`src/rtl/ice40_serdes_pkg.sv`:
```
// Shared types and constants for the iCE40 SERDES clock generator family.
package ice40_serdes_pkg;

  localparam int CNT_W = 2;

  // Counter value held while stopped: clk_slow is low at this slot.
  localparam logic [CNT_W-1:0] CNT_IDLE = 2'd2;

  typedef enum logic [1:0] {
    IDLE = 2'd0,
    WARM = 2'd1,
    RUN  = 2'd2
  } state_t;

endpackage

```
`src/rtl/ice40_serdes_clkgen_if.sv`:
```
// Run request and generated-clock outputs of ice40_serdes_clkgen.
// The slave modport is the generator side; master is the consumer side.
interface ice40_serdes_clkgen_if;
  import ice40_serdes_pkg::*;

  logic             en;
  logic             clk_slow;
  logic             sync;
  logic             ready;
  logic [CNT_W-1:0] phase;

  modport master (output en, input clk_slow, input sync, input ready, input phase);
  modport slave  (input en, output clk_slow, output sync, output ready, output phase);

endinterface

```
`src/rtl/ice40_serdes_clkgen.sv`:
```
// Divide-by-4 slow clock with phase-slot sync strobe, glitch-free start/stop.
// Define ICE40_SERDES_CLKGEN_GBUF_EN to route sync through an SB_GB at BEL_GB.
module ice40_serdes_clkgen
  import ice40_serdes_pkg::*;
#(
  parameter int PHASE  = 0,
  parameter     BEL_GB = ""
) (
  input  logic                  clk_fast,
  input  logic                  rst_n,
  ice40_serdes_clkgen_if.slave  bus
);

  if (PHASE < 0 || PHASE > 3) begin : g_bad_phase
    $error("ice40_serdes_clkgen: PHASE must be 0..3");
  end

  localparam logic [CNT_W-1:0] SYNC_SLOT = PHASE[CNT_W-1:0];

  state_t           state, state_next;
  logic [CNT_W-1:0] cnt, cnt_next;
  logic             stop_pend, stop_next;
  logic             clk_slow_q, sync_q, ready_q;
  logic             clk_slow_d, sync_d, ready_d;

  // A stop request seen anywhere in a run is latched so the run always ends
  // at the next 1->2 boundary, even if en comes back before then.
  always_comb begin
    state_next = state;
    cnt_next   = cnt;
    stop_next  = stop_pend;
    case (state)
      IDLE: begin
        stop_next = 1'b0;
        if (bus.en) begin
          state_next = WARM;
          cnt_next   = 2'd3;
        end else begin
          cnt_next   = CNT_IDLE;
        end
      end
      WARM: begin
        stop_next = 1'b0;
        if (bus.en) begin
          state_next = RUN;
          cnt_next   = 2'd0;
        end else begin
          state_next = IDLE;
          cnt_next   = CNT_IDLE;
        end
      end
      RUN: begin
        if ((stop_pend || !bus.en) && cnt == 2'd1) begin
          state_next = IDLE;
          cnt_next   = CNT_IDLE;
          stop_next  = 1'b0;
        end else begin
          cnt_next   = cnt + 2'd1;
          stop_next  = stop_pend || !bus.en;
        end
      end
      default: begin
        state_next = IDLE;
        cnt_next   = CNT_IDLE;
        stop_next  = 1'b0;
      end
    endcase
  end

  // Outputs are decoded from next-state values so each registered output
  // lines up with the registered cnt/state of the same cycle.
  always_comb begin
    clk_slow_d = ~cnt_next[1];
    ready_d    = (state_next == RUN);
    sync_d     = (state_next == RUN) && (cnt_next == SYNC_SLOT);
  end

  always_ff @(posedge clk_fast or negedge rst_n) begin
    if (!rst_n) begin
      state      <= IDLE;
      cnt        <= CNT_IDLE;
      stop_pend  <= 1'b0;
      clk_slow_q <= 1'b0;
      sync_q     <= 1'b0;
      ready_q    <= 1'b0;
    end else begin
      state      <= state_next;
      cnt        <= cnt_next;
      stop_pend  <= stop_next;
      clk_slow_q <= clk_slow_d;
      sync_q     <= sync_d;
      ready_q    <= ready_d;
    end
  end

  assign bus.clk_slow = clk_slow_q;
  assign bus.ready    = ready_q;
  assign bus.phase    = cnt;

`ifdef ICE40_SERDES_CLKGEN_GBUF_EN
  (* BEL = BEL_GB *)
  SB_GB u_sync_gb (
    .USER_SIGNAL_TO_GLOBAL_BUFFER (sync_q),
    .GLOBAL_BUFFER_OUTPUT         (bus.sync)
  );
`else
  // Placement only matters when the global buffer is instantiated.
  if (BEL_GB != "") begin : g_bel_unused
  end
  assign bus.sync = sync_q;
`endif

endmodule

```
`src/flat_wrapper.sv`:
```
// flat-port wrapper written by rule: the top's interface ports become plain ports
module ice40_serdes_clkgen_flat import ice40_serdes_pkg::*;
#(
  parameter int PHASE  = 0,
  parameter     BEL_GB = ""
)
  (clk_fast, rst_n, bus_en, bus_clk_slow, bus_sync, bus_ready, bus_phase);
  ice40_serdes_clkgen_if bus_i ();
  input  logic clk_fast;
  input  logic rst_n;
  input wire logic [$bits(bus_i.en)-1:0] bus_en;
  output wire logic [$bits(bus_i.clk_slow)-1:0] bus_clk_slow;
  output wire logic [$bits(bus_i.sync)-1:0] bus_sync;
  output wire logic [$bits(bus_i.ready)-1:0] bus_ready;
  output wire logic [$bits(bus_i.phase)-1:0] bus_phase;
  assign bus_i.en = bus_en;
  assign bus_clk_slow = bus_i.clk_slow;
  assign bus_sync = bus_i.sync;
  assign bus_ready = bus_i.ready;
  assign bus_phase = bus_i.phase;
  ice40_serdes_clkgen #(.PHASE(PHASE), .BEL_GB(BEL_GB)) u_core (.clk_fast(clk_fast), .rst_n(rst_n), .bus(bus_i));
endmodule
```
`config.mk`:
```
export PLATFORM = sky130hd
export DESIGN_NAME = ice40_serdes_clkgen_flat
export DESIGN_NICKNAME = d
export VERILOG_FILES = /design/src/rtl/ice40_serdes_pkg.sv /design/src/rtl/ice40_serdes_clkgen_if.sv /design/src/rtl/ice40_serdes_clkgen.sv /design/src/flat_wrapper.sv
export SDC_FILE = /design/constraint.sdc
export NUM_CORES = 1
export LEC_CHECK = 0
export CAP_MARGIN = 40
export CORE_AREA = 2 2 39 41
export DETAILED_ROUTE_END_ITERATION = 10
export DIE_AREA = 0 0 41 43
export SYNTH_ARGS = -nofsm -noshare
export SYNTH_HDL_FRONTEND = slang
export SYNTH_SLANG_ARGS = --single-unit
```
`constraint.sdc`:
```
create_clock -name clk_fast -period 2.6 [get_ports clk_fast]
set_clock_uncertainty 0.15 [all_clocks]
set_input_delay 0.26 -clock clk_fast [delete_from_list [all_inputs] [get_ports clk_fast]]
set_output_delay 0.26 -clock clk_fast [all_outputs]
set_load 0.005 [all_outputs]
```
==> impl_metrics.toml <==
[placement]
gp_congestion = 0.6827
place_ws_ns = 1.157
hpwl_um = 378.6
io_buffers = 7

[clock_tree]
clk_pin_slew_ns = 0.06
numCtsBuffers = 3
cts_buffer_depth = 2
cts_max_level = 1
cts-resized-gates = 0
cts_sinks = 8
cts_tree = "built"
cts_hold_buf = 0
post_cts_buffers = 0
cts_root_buf = "clkbuf_4"
insertion_delay_ns = 0.25

[synth]
syn_nets = 32
ys_ff_latch = 8
ys.flop_type = "dfrtp_1"
post-synth-top-count-cell = "dfrtp_1"
syn_inst = 28
synth.area.top_cells = "dfrtp_1 (53%), dfstp_2 (8.0%), nand3b_1 (4.5%)"
ys_async_sr_fraction_pct = 100.0
avgSynthCellArea_um2 = 11.80
synth_area_um2 = 330.3
yosysUniqueCellTypes = 16
synth_top_area_share_pct = 53.03
synth-seq-area-share_pct = 60.98
synth.largest_area_cell = "dfrtp_1"
synth_edf_count = 0
yosysWarningCount = 0

[outcome]
status = "finished, final reports clean"

[global_route]
groute.usage.overall_pct = 8.089
met3_usage_pct = 3.141
grt_max_degree = 9
use_met2_pct = 10.63
use_met1_pct = 9.211
grt_pass1_vias = 238
grt_antenna_before_repair = 0
grt_pass1_wl_um = 883
top_usage_layer = "met2"
overflow = 0

[detailed_routing]
wl_per_cell_um = 9.327
drt_pass1_iterations = 2
ant_nets = 0
drc = 0
routed_wl_um = 513
vias = 247
viasPerCell = 4.491
drt_iter0_markers = 3

[worst_setup_path]
worst_ep_required_time_ns = 2.19
r2r_start = "u_core.bus.phase[1]"
critical_path_depth = 1
cp.arrival_ns = 1.26
worstReg2RegEnd = "u_core.bus.sync"
path_max_fanout = 2
critPathSlowestCell = "dfstp_2"
crit_path_start = "u_core.bus.phase[1]"
rr_worst_depth = 5
crit_chain = "clkdlybuf4s50_1"
cpPeakStageDelay_ns = 0.52
critPathTopFamily = "flip-flops"
r2r_setup_slack_ns = 1.16
worstSetupPathType = "reg2out"
critPathLaunchType = "flip-flop"
worst_setup_path_end_kind = "output port"
path_buf_inv = 1

[sta]
slew_viol_final = 0
grt_setup_unrepaired = "false"
slew_headroom_pct = 76.67
post-route-min-period_ns = 1.667
fin_crit_sh_pct = 64.13
finalSetupViolations = 0
tightest_slew_ns = 0.3488
tns_ns = 0
finalHoldViolCount = 0
fmax_ghz = 0.5997
worst_slack_ns = 0.9325

[floorplanning]
fp-row-count = 14
die-area_um2 = 1763
core_area_um2 = 1384
die_y_um = 43
initial_core_util_pct = 23.87
ios = 8
die_w_um = 41

[finish]
multi_input_area_um2 = 121.4
seqCellArea_um2 = 201.4
finalNetCount = 44
syn_to_final_growth_pct = 35.23
n_antenna_cell = 0
fillCellCount = 155
layout-drive-gt1-share_pct = 15.38

[power_and_ir_drop]
p_leak_nw = 0.2167
power_density_nw_per_um2 = 1123
vdd_ir_drop_max_mv = 0.2674

[min_path]
worstHoldPathType = "in2async"

[job]
drv_cap = 0
worst max-delay path by stage:
stage / slack, ns / endpoint
6_report: 0.93 / bus_phase[1]
5_1_grt: 0.88 / bus_phase[1]
4_1_cts: 0.92 / bus_phase[1]
3_5_place_dp: 1.16 / u_core.bus.sync
3_3_place_gp: 1.16 / u_core.bus.sync
2_1_floorplan: 1.21 / u_core.bus.sync
worst reg2reg max path, cell delays in order, from the launching register on:
cell and delay, ns:
dfstp_2 0.52, inv_1 0.04, ha_1 0.21, nor2_1 0.11, a22oi_1 0.08, o22a_2 0.22
cell type report:
cell class,instances,share of cell area [%]
Multi-Input combinational cell,18,27.17
Inverter,2,1.681
Clock buffer,4,5.882
Timing Repair Buffer,7,15.69
Sequential cell,8,45.10
Tap cell,16,4.482
metal layers:
| metal | wire length [um] | vias up |
|---|---|---|
| met5 | 0 | - |
| met4 | 4 | 0 |
| met3 | 43 | 2 |
| met2 | 237 | 6 |
| met1 | 228 | 121 |
| li1 | - | 118 |
layout by cell type (no fill, tap or decap):
cell type,netlist,final
clkdlybuf4s50_1,0,7
dfrtp_1,7,7
clkbuf_4,0,3
nand3b_1,2,2
nand2b_1,2,2
nand2_1,2,2
nor2_1,2,2
inv_1,2,2
nor3b_1,2,2
a21o_1,1,1
o21ai_1,1,1
a22oi_1,1,1
and2_1,1,1
a21oi_1,1,1
and3b_2,1,1
o22a_2,1,1
ha_1,1,1
clkbuf_1,0,1
dfstp_2,1,1
power breakdown:
group	switching, mW	internal (mW)
clock	0.0432	0.0588
combinational	0.0638	0.115
sequential	0.0385	0.183
total	0.145	0.356
cell families after synthesis:
kind of cell	synth area share (%)
AOI/OAI and AO/OA	10.60
adders and majority gates	3.787
buffers and inverters	2.274
DFF	60.99
and+or+nand+nor	22.35
state kept, by name (all words and copies together) (netlist names):
signal	flops
u_core.bus.clk_slow	1
u_core.bus.sync	1
u_core.state	2
u_core.bus.phase	2
u_core.stop_pend	1
u_core.bus.ready	1
per-stage QoR:
step / cells / instance area (um^2) / util, % / power [mW] / hold WS (ns)
2_1_floorplan: 28 / 330.3 / - / 0.3098 / -0.1856
3_3_place_gp: 51 / 420.4 / 30.38 / 0.4041 / 0.3863
3_5_place_dp: 51 / 420.4 / 30.38 / 0.4060 / 0.3830
4_1_cts: 55 / 446.7 / 32.28 / 0.5090 / 0.1391
5_1_grt: 55 / 446.7 / 32.28 / 0.5438 / 0.1520
6_report: 55 / 446.7 / 32.28 / 0.5015 / 0.1277
Note: power is estimated with default switching activity, not from simulation.
